==> src/rtl/hazard_pkg.sv <==
// hazard_pkg: shared types and defaults for hazard_bubble_ctrl.
//   state_t     - FSM encoding (RUN, STALL, HALT), also used as the debug state output
//   *_DEF       - default parameter values for the block and its interface
//   BUBBLE      - all-zero control bundle at the default CTRL_W
package hazard_pkg;

  typedef enum logic [1:0] {
    RUN   = 2'd0,
    STALL = 2'd1,
    HALT  = 2'd2
  } state_t;

  localparam int CTRL_W_DEF   = 21;
  localparam int REG_W_DEF    = 5;
  localparam int LOAD_LAT_DEF = 1;
  localparam int CNT_W_DEF    = 16;

  localparam logic [CTRL_W_DEF-1:0] BUBBLE = '0;

endpackage

==> src/rtl/hazard_bubble_ctrl_if.sv <==
// hazard_bubble_ctrl_if: bundles the decode-side inputs and the ID/EX-side
// outputs of hazard_bubble_ctrl.
//   master - the pipeline/control unit side (drives i_*, observes o_* and state)
//   slave  - hazard_bubble_ctrl itself
// There is no valid/ready pair here: i_enable is the only flow qualifier. When
// it is low nothing is consumed and every registered output holds; when it is
// high the inputs are taken on every rising edge.
interface hazard_bubble_ctrl_if
  import hazard_pkg::*;
#(
  parameter int CTRL_W = CTRL_W_DEF,
  parameter int REG_W  = REG_W_DEF,
  parameter int CNT_W  = CNT_W_DEF
) ();

  logic              i_enable;
  logic [CTRL_W-1:0] i_ctrl;
  logic              i_halt;
  logic [REG_W-1:0]  i_id_rs;
  logic [REG_W-1:0]  i_id_rt;
  logic              i_id_uses_rt;
  logic              i_ex_mem_read;
  logic [REG_W-1:0]  i_ex_rt;
  logic              i_flush;

  logic [CTRL_W-1:0] o_ctrl;
  logic              o_halt;
  logic              o_pc_write;
  logic              o_ifid_write;
  logic              o_bubble;
  logic              o_halted;
  logic [CNT_W-1:0]  o_bubble_count;
  state_t            state;

  modport master (
    output i_enable, i_ctrl, i_halt, i_id_rs, i_id_rt, i_id_uses_rt,
           i_ex_mem_read, i_ex_rt, i_flush,
    input  o_ctrl, o_halt, o_pc_write, o_ifid_write, o_bubble, o_halted,
           o_bubble_count, state
  );

  modport slave (
    input  i_enable, i_ctrl, i_halt, i_id_rs, i_id_rt, i_id_uses_rt,
           i_ex_mem_read, i_ex_rt, i_flush,
    output o_ctrl, o_halt, o_pc_write, o_ifid_write, o_bubble, o_halted,
           o_bubble_count, state
  );

endinterface

==> src/rtl/load_use_detect.sv <==
// load_use_detect: combinational load-use hazard compare.
//   ex_mem_read/ex_rt - load in EX and its destination register
//   id_rs/id_rt       - sources of the instruction in ID
//   id_uses_rt        - the ID instruction actually reads rt
//   hz                - ID depends on the load result
// Register 0 is hard-wired, so a load targeting it never creates a dependency.
module load_use_detect #(
  parameter int REG_W = 5
) (
  input  logic             ex_mem_read,
  input  logic [REG_W-1:0] ex_rt,
  input  logic [REG_W-1:0] id_rs,
  input  logic [REG_W-1:0] id_rt,
  input  logic             id_uses_rt,
  output logic             hz
);

  always_comb begin
    hz = ex_mem_read && (ex_rt != '0) &&
         ((ex_rt == id_rs) || (id_uses_rt && (ex_rt == id_rt)));
  end

endmodule

==> src/rtl/hazard_bubble_ctrl.sv <==
// hazard_bubble_ctrl: ID/EX control-bundle register with load-use stall,
// flush bubbles, sticky HALT and a saturating bubble counter.
//   i_clk, i_rst_n - clock, asynchronous active-low reset
//   bus (slave)    - decode inputs, ID/EX outputs, PC/IF-ID write enables,
//                    debug state
// LOAD_LAT legal range is 1..8.
module hazard_bubble_ctrl
  import hazard_pkg::*;
#(
  parameter int CTRL_W   = CTRL_W_DEF,
  parameter int REG_W    = REG_W_DEF,
  parameter int LOAD_LAT = LOAD_LAT_DEF,
  parameter int CNT_W    = CNT_W_DEF
) (
  input logic               i_clk,
  input logic               i_rst_n,
  hazard_bubble_ctrl_if.slave bus
);

  localparam int               SC_W    = $clog2(LOAD_LAT) + 1;
  localparam logic [SC_W-1:0]  LAT_M1  = SC_W'(LOAD_LAT - 1);
  localparam logic [CNT_W-1:0] CNT_MAX = '1;
  localparam logic [CTRL_W-1:0] NOP    = CTRL_W'(BUBBLE);

  state_t            state;
  logic [SC_W-1:0]   cnt;
  logic [CTRL_W-1:0] ctrl_q;
  logic              halt_q;
  logic              bubble_q;
  logic              halted_q;
  logic [CNT_W-1:0]  count_q;

  logic              hz;
  logic              load_bubble;
  logic              advance;

  load_use_detect #(.REG_W(REG_W)) u_load_use_detect (
    .ex_mem_read (bus.i_ex_mem_read),
    .ex_rt       (bus.i_ex_rt),
    .id_rs       (bus.i_id_rs),
    .id_rt       (bus.i_id_rt),
    .id_uses_rt  (bus.i_id_uses_rt),
    .hz          (hz)
  );

  // Same-cycle decision: does this edge load a bubble, and may PC/IF-ID move.
  // Reset and a low enable both freeze the front end.
  always_comb begin
    load_bubble = 1'b0;
    advance     = 1'b0;
    if (i_rst_n && bus.i_enable) begin
      unique case (state)
        RUN: begin
          if (bus.i_flush) begin
            load_bubble = 1'b1;
            advance     = 1'b1;
          end else if (hz) begin
            load_bubble = 1'b1;
          end else if (!bus.i_halt) begin
            advance     = 1'b1;
          end
        end
        STALL: begin
          load_bubble = 1'b1;
          advance     = bus.i_flush;
        end
        default: begin
          load_bubble = 1'b0;
          advance     = 1'b0;
        end
      endcase
    end
  end

  always_ff @(posedge i_clk or negedge i_rst_n) begin
    if (!i_rst_n) begin
      state    <= RUN;
      cnt      <= '0;
      ctrl_q   <= NOP;
      halt_q   <= 1'b0;
      bubble_q <= 1'b0;
      halted_q <= 1'b0;
      count_q  <= '0;
    end else if (bus.i_enable) begin
      unique case (state)
        RUN: begin
          if (bus.i_flush) begin
            ctrl_q   <= NOP;
            halt_q   <= 1'b0;
            bubble_q <= 1'b1;
          end else if (hz) begin
            ctrl_q   <= NOP;
            halt_q   <= 1'b0;
            bubble_q <= 1'b1;
            cnt      <= LAT_M1;
            // A single-cycle latency is fully covered by this bubble.
            if (LOAD_LAT > 1) state <= STALL;
          end else if (bus.i_halt) begin
            ctrl_q   <= bus.i_ctrl;
            halt_q   <= 1'b1;
            bubble_q <= 1'b0;
            halted_q <= 1'b1;
            state    <= HALT;
          end else begin
            ctrl_q   <= bus.i_ctrl;
            halt_q   <= 1'b0;
            bubble_q <= 1'b0;
          end
        end
        STALL: begin
          ctrl_q   <= NOP;
          halt_q   <= 1'b0;
          bubble_q <= 1'b1;
          if (bus.i_flush) begin
            cnt   <= '0;
            state <= RUN;
          end else begin
            cnt <= cnt - 1'b1;
            if (cnt == SC_W'(1)) state <= RUN;
          end
        end
        HALT: begin
          ctrl_q   <= NOP;
          halt_q   <= 1'b0;
          bubble_q <= 1'b0;
          halted_q <= 1'b1;
        end
        default: begin
          state <= RUN;
        end
      endcase
      if (load_bubble && (count_q != CNT_MAX)) count_q <= count_q + 1'b1;
    end
  end

  assign bus.o_ctrl         = ctrl_q;
  assign bus.o_halt         = halt_q;
  assign bus.o_bubble       = bubble_q;
  assign bus.o_halted       = halted_q;
  assign bus.o_bubble_count = count_q;
  assign bus.o_pc_write     = advance;
  assign bus.o_ifid_write   = advance;
  assign bus.state          = state;

endmodule

==> src/flat_wrapper.sv <==
// flat-port wrapper written by rule: the top's interface ports become plain ports
module hazard_bubble_ctrl_flat import hazard_pkg::*;
#(
  parameter int CTRL_W   = CTRL_W_DEF,
  parameter int REG_W    = REG_W_DEF,
  parameter int LOAD_LAT = LOAD_LAT_DEF,
  parameter int CNT_W    = CNT_W_DEF
)
  (i_clk, i_rst_n, bus_i_enable, bus_i_ctrl, bus_i_halt, bus_i_id_rs, bus_i_id_rt, bus_i_id_uses_rt, bus_i_ex_mem_read, bus_i_ex_rt, bus_i_flush, bus_o_ctrl, bus_o_halt, bus_o_pc_write, bus_o_ifid_write, bus_o_bubble, bus_o_halted, bus_o_bubble_count, bus_state);
  hazard_bubble_ctrl_if #(.CTRL_W(CTRL_W), .REG_W(REG_W), .CNT_W(CNT_W)) bus_i ();
  input logic i_clk;
  input logic i_rst_n;
  input wire logic [$bits(bus_i.i_enable)-1:0] bus_i_enable;
  input wire logic [$bits(bus_i.i_ctrl)-1:0] bus_i_ctrl;
  input wire logic [$bits(bus_i.i_halt)-1:0] bus_i_halt;
  input wire logic [$bits(bus_i.i_id_rs)-1:0] bus_i_id_rs;
  input wire logic [$bits(bus_i.i_id_rt)-1:0] bus_i_id_rt;
  input wire logic [$bits(bus_i.i_id_uses_rt)-1:0] bus_i_id_uses_rt;
  input wire logic [$bits(bus_i.i_ex_mem_read)-1:0] bus_i_ex_mem_read;
  input wire logic [$bits(bus_i.i_ex_rt)-1:0] bus_i_ex_rt;
  input wire logic [$bits(bus_i.i_flush)-1:0] bus_i_flush;
  output wire logic [$bits(bus_i.o_ctrl)-1:0] bus_o_ctrl;
  output wire logic [$bits(bus_i.o_halt)-1:0] bus_o_halt;
  output wire logic [$bits(bus_i.o_pc_write)-1:0] bus_o_pc_write;
  output wire logic [$bits(bus_i.o_ifid_write)-1:0] bus_o_ifid_write;
  output wire logic [$bits(bus_i.o_bubble)-1:0] bus_o_bubble;
  output wire logic [$bits(bus_i.o_halted)-1:0] bus_o_halted;
  output wire logic [$bits(bus_i.o_bubble_count)-1:0] bus_o_bubble_count;
  output wire logic [$bits(bus_i.state)-1:0] bus_state;
  assign bus_i.i_enable = bus_i_enable;
  assign bus_i.i_ctrl = bus_i_ctrl;
  assign bus_i.i_halt = bus_i_halt;
  assign bus_i.i_id_rs = bus_i_id_rs;
  assign bus_i.i_id_rt = bus_i_id_rt;
  assign bus_i.i_id_uses_rt = bus_i_id_uses_rt;
  assign bus_i.i_ex_mem_read = bus_i_ex_mem_read;
  assign bus_i.i_ex_rt = bus_i_ex_rt;
  assign bus_i.i_flush = bus_i_flush;
  assign bus_o_ctrl = bus_i.o_ctrl;
  assign bus_o_halt = bus_i.o_halt;
  assign bus_o_pc_write = bus_i.o_pc_write;
  assign bus_o_ifid_write = bus_i.o_ifid_write;
  assign bus_o_bubble = bus_i.o_bubble;
  assign bus_o_halted = bus_i.o_halted;
  assign bus_o_bubble_count = bus_i.o_bubble_count;
  assign bus_state = bus_i.state;
  hazard_bubble_ctrl #(.CTRL_W(CTRL_W), .REG_W(REG_W), .LOAD_LAT(LOAD_LAT), .CNT_W(CNT_W)) u_core (.i_clk(i_clk), .i_rst_n(i_rst_n), .bus(bus_i));
endmodule
==> config.mk <==
export PLATFORM = sky130hd
export DESIGN_NAME = hazard_bubble_ctrl_flat
export DESIGN_NICKNAME = d
export VERILOG_FILES = /design/src/rtl/hazard_pkg.sv /design/src/rtl/hazard_bubble_ctrl_if.sv /design/src/rtl/load_use_detect.sv /design/src/rtl/hazard_bubble_ctrl.sv /design/src/flat_wrapper.sv
export SDC_FILE = /design/constraint.sdc
export NUM_CORES = 1
export LEC_CHECK = 0
export ABC_AREA = 1
export BUFFER_PORTS_ARGS = -buffer_cell sky130_fd_sc_hd__buf_2
export CORE_UTILIZATION = 52
export CTS_CLUSTER_DIAMETER = 150
export DETAILED_ROUTE_END_ITERATION = 6
export GPL_TIMING_DRIVEN = 0
export PLACE_DENSITY = 0.84
export SLEW_MARGIN = 15
export SYNTH_ARGS = -nofsm -noshare
export SYNTH_HDL_FRONTEND = slang
export SYNTH_HIERARCHICAL = 1
export SYNTH_SLANG_ARGS = --single-unit
==> constraint.sdc <==
create_clock -name i_clk -period 2.2 [get_ports i_clk]
set_input_delay 0.11 -clock i_clk [delete_from_list [all_inputs] [get_ports i_clk]]
set_output_delay 0.11 -clock i_clk [all_outputs]
set_load 0.01 [all_outputs]
======== After elaboration in Yosys (flattened, before gate mapping) ========
Cells that the tools add are included.
operators by class
  add/sub/neg operators ................... 2
  eq/ne operators ......................... 10
  muxes and demuxes ....................... 31
  bitwise operators ....................... 1
  reductions and logical operators ........ 19
operator list
  cell                   number
  $mux 21                2
  $pmux 21 s2            1
  $add 16x1->16 const B  1
  $mux 1                 16
  $ne 16x16->1 const B   1
  $eq 5x5->1             2
  $mux 2                 5
  $pmux 1 s2             5
  $ne 2x2->1 const B     3
  $pmux 2 s3             1
  $reduce_and 2->1       3
  $reduce_and 6->1       1
  $reduce_bool 2->1      3
  $logic_and 1x1->1      5
  $reduce_and 5->1       1
  $reduce_bool 5->1      1
  $reduce_and 4->1       1
  $ne 3x2->1 const B     1
  $pmux 1 s3             1
  $reduce_bool 3->1      1
  $eq 2x1->1 const B     1
  $eq 2x2->1 const B     1
  $logic_not 2->1        1
  $ne 2x1->1 const B     1
  4 further kinds        4
word-level totals
  bits in registers ....................... 43
  input bits .............................. 43
  output and inout bits ................... 44
  word-level logic and storage cells ...... 70

======== Longest topological paths before layout ========
  word-level depth ........................ 10
  mapped depth ............................ 15
  gate-level depth less buffers ........... 14

======== Hierarchy ========
The synthesis kept the hierarchy.
by module, submodules not included
  module              times used  cells an instance  area each (µm²)  seq. area each (µm²)
  hazard_bubble_ctrl  1           262                2,033.2          1,026.0
  load_use_detect     1           52                 206.4            0.0

======== Least setup slack after synthesis ========
OpenSTA, ideal clock, no wires.
  kind .................................... register -> register
  from .................................... reg u_core.count_q[1] (netlist: u_core/bus.o_bubble_count[1])
  to ...................................... reg u_core.count_q[15] (netlist: u_core/bus.o_bubble_count[15])
  setup time .............................. 0.116 ns
  arrival time ............................ 1.368 ns
  data required time ...................... 2.084 ns
  path slack .............................. 0.716 ns
  stages on the path, launching flop included .. 10
  path buffers ............................ 1
  period minus slack after synthesis ...... 1.484 ns
  cell sequence ........................... dfrtp_1 ha_1 nand3_2 clkinv_2 nand2_4 nor2_1 nor2_2 buf_4 nand2_1 nand2_1
between the ends
  cells in the longest elaborated chain, start to end .. 3
  elaborated cells between the ends (all ways) .. 4
  those cells by class .................... add/sub (1); eq/ne (1); reduce/logical (2)
RTL lines
  what                                                                   RTL line                   source
  start: declaration                                                     hazard_bubble_ctrl.sv:31   logic [CNT_W-1:0] count_q;
  start signal: assignment                                               hazard_bubble_ctrl.sv:132  if (load_bubble && (count_q != CNT_MAX)) count_q <= count_q + 1'b1;
  parallel branches: the longest is 3 deep, another holds $add 16x1->16  --
Parallel ways; which one is timed is not known.
A chain may end at the register's enable or synchronous reset.

======== Final worst setup path ========
  from .................................... reg u_core.count_q[0] (netlist: u_core/bus.o_bubble_count[0])
  to ...................................... reg u_core.count_q[0] (netlist: u_core/bus.o_bubble_count[0])
The elaborated chain is that of the path after synthesis.

==> metrics.cfg <==
[cells_and_area]
area_growth_pct=26.4
layout_commonest_cell=nand2_1
drive_gt1_share_pct=26.5
nFillCells=351
antenna_cells=0
final_util_pct=69.8
finalNetCount=452
layout_common_cells=nand2_1 (120), buf_2 (85), inv_1 (47), dfrtp_1 (41), o21ai_0 (31)

[grt]
grt_use_met3_pct=5.07
grt.met1_usage_pct=27.9
grt_use_met2_pct=42.7
grt_max_degree=42
busiest_layer=met2
grt_pass1_wl_um=8250
grt_remaining_overflow=0
grt_pass1_vias=1954
antenna_found_initial=0
grt_use_total_pct=24.2

[yosys]
synth_fa_ha_area_share_pct=0.559
synth-xor-area-share_pct=2.74
yosys.area_share.simple_pct=31.9
synth_top_family_by_area=simple AND/OR/NAND/NOR gates
syn-num-nets=358
synth_compound_area_share_pct=8.21
muxShareOfSynthArea_pct=0
yosysWarnings=6
synth_area_leaders=dfrtp_1 (46%), nand2_1 (20%), inv_1 (7.9%)
yosysSeqAreaShare_pct=45.8
yosys.area.top_type=dfrtp_1
avgSynthCellArea_um2=7.13
synth_area_um2=2240
synth_top_area_share_pct=45.8
synth_cells=314
ys_types=25
ys_ff_latch=41

[clock_network]
postCtsSetupRepairBufs=0
worstSkewPairLatency_ps=290
path_clk_slew_ps=80
cts_buffer_depth=2
htreeDepth=2
cts.sinks=41
cts_buffers=5
post_cts_resize_count=0
cts_hold_buf=2
cts_tree=done
cts_root_buf=clkbuf_8

[critical_path]
critPathTopFamily=flip-flops
timing.rr.end=u_core/bus.o_bubble_count[0]
worstPathArrival_ps=1880
start_kind=flop
cp_data_required_time_ps=2430
slowest_delay_ps=410
path_class=reg -> reg
r2r-start=u_core/bus.o_bubble_count[0]
path_buf_inv=2
path_max_fanout=10
cp_common_cell=nand2_1
crit_path_top_delay_cell=dfrtp_1
path_cells=ha_1, nand3_2, clkinv_2, nand2_4, o21ai_4, buf_6, nand2_1, nand2_1
reg2reg_depth=8
crit_path_end_kind=flop
r2r_slack_ps=550

[drt]
num_vias=2191
vias_per_cell=4.79
wirelength_um=5120
drt_iter0_drc=102
ant_nets=0
firstDrtPassIters=6
drc=0
routedWlPerCell_um=11.2

[sta]
rsz0062_at_grt=false
fin_ws_ps=547
hold_violations=0
min_period_over_period_pct=75.1
finClkSkew_ps=7.80
finalSetupViolations=0
maxSlewViolCount=0
min_period_ps=1650
finalSetupTns_ps=0
fmax_ghz=0.605

[floorplanning]
std_cell_rows=23
die-area_um2=4570
die_w_um=67.6
die_h_um=67.6
core_area_um2=4060
io_pins=87
initial_core_util_pct=55.2

[status]
status=finished clean

[worst_hold_path]
hold_path.class=in -> reg
worstHoldStart=bus_i_ctrl[6]
whs_endpoint=u_core/bus.o_ctrl[6]
hold_depth=3

[placed_design]
gp_congestion=0.834
dpl.hpwl_um=3740
dp_slack_ps=299
port_buffers=85

[power]
pwr_density_cell_nw_per_um2=466
peakVddDrop_mv=0.427
p_leak_nw=1.67

[job]
maxCapViolations=0

## power by group
part	internal [mW]	switching [mW]
sequential	0.753	0.0000000000000000470
combinational	0.0486	0.0619
clock	0.209	0.246
total	1.01	0.308
## worst max-delay path by stage
stage                                               end  slack (ps)                    startpoint  cells after the start
after global placement     u_core/bus.o_bubble_count[0]         330                       i_rst_n                      8
after CTS                  u_core/bus.o_bubble_count[0]         560  u_core/bus.o_bubble_count[0]                      8
after global routing      u_core/bus.o_bubble_count[13]         340                bus_i_ex_rt[4]                     16
after detailed placement   u_core/bus.o_bubble_count[4]         300                       i_rst_n                      8
after floorplan           u_core/bus.o_bubble_count[15]         720  u_core/bus.o_bubble_count[1]                      9
final                      u_core/bus.o_bubble_count[0]         550  u_core/bus.o_bubble_count[0]                      8
## metal layers
layer  vias to the layer above  wire, µm
met2                        66      2490
met5                         -         0
li1                       1135         -
met4                         0        68
met1                       985      2270
met3                         5       283
## state kept, by name, summed over array words and instances (netlist names)
signal / count
u_core/bus.o_bubble_count: 16
u_core/bus.o_bubble: 1
u_core/bus.state: 1
u_core/bus.o_ctrl: 21
u_core/bus.o_halt: 1
u_core/bus.o_halted: 1
## metrics by stage
| step | hold WS, ps | cells | power [mW] | instance area (µm²) |
|---|---|---|---|---|
| finish | 60.4 | 457 | 1.32 | 2830 |
| global route | 65.9 | 457 | 1.38 | 2830 |
| CTS | 56.7 | 457 | 1.32 | 2830 |
| detailed placement | 291 | 449 | 0.873 | 2730 |
| global placement | 290 | 449 | 0.870 | 2730 |
| floorplan | -186 | 314 | 0.809 | 2240 |
## cell usage after synthesis
master,instances
nand2_1,120
inv_1,47
dfrtp_1,41
o21ai_0,31
nor2_1,27
nand3_1,10
xnor2_1,7
nand4_1,5
clkbuf_1,4
buf_4,3
inv_2,2
nand2_2,2
nor2_2,2
nor2_4,2
a21oi_1,1
buf_6,1
clkinv_2,1
conb_1,1
ha_1,1
nand2_4,1
nand3_2,1
nand3b_1,1
nor3_1,1
o21ai_4,1
o21bai_1,1
## cells by family (layout without fill, tap and decap cells)
family | Yosys count | count (layout)
XOR/XNOR | 7 | 7
AND/OR/NAND/NOR | 172 | 172
buffers and inverters | 58 | 151
other | 1 | 1
adder cells (fa/ha/maj) | 1 | 1
AO/OA/AOI/OAI | 34 | 34
flip-flops | 41 | 41
## cell type report
type                    count  area [µm²]  area share, %
plain buffers               8        48.8           1.72
clock buffers               5        68.8           2.43
clock inverters             1        5.00          0.177
inverters                  50         189           6.67
multi-input cells         215         976           34.5
flip-flops and latches     41        1030           36.2
well taps                  50        62.6           2.21
repair buffers             87         455           16.1
## worst min-delay path: stages
cell and delay [ps]:
buf_2 90, inv_1 40, o21ai_0 70
Power figures use the tool's default switching activity.
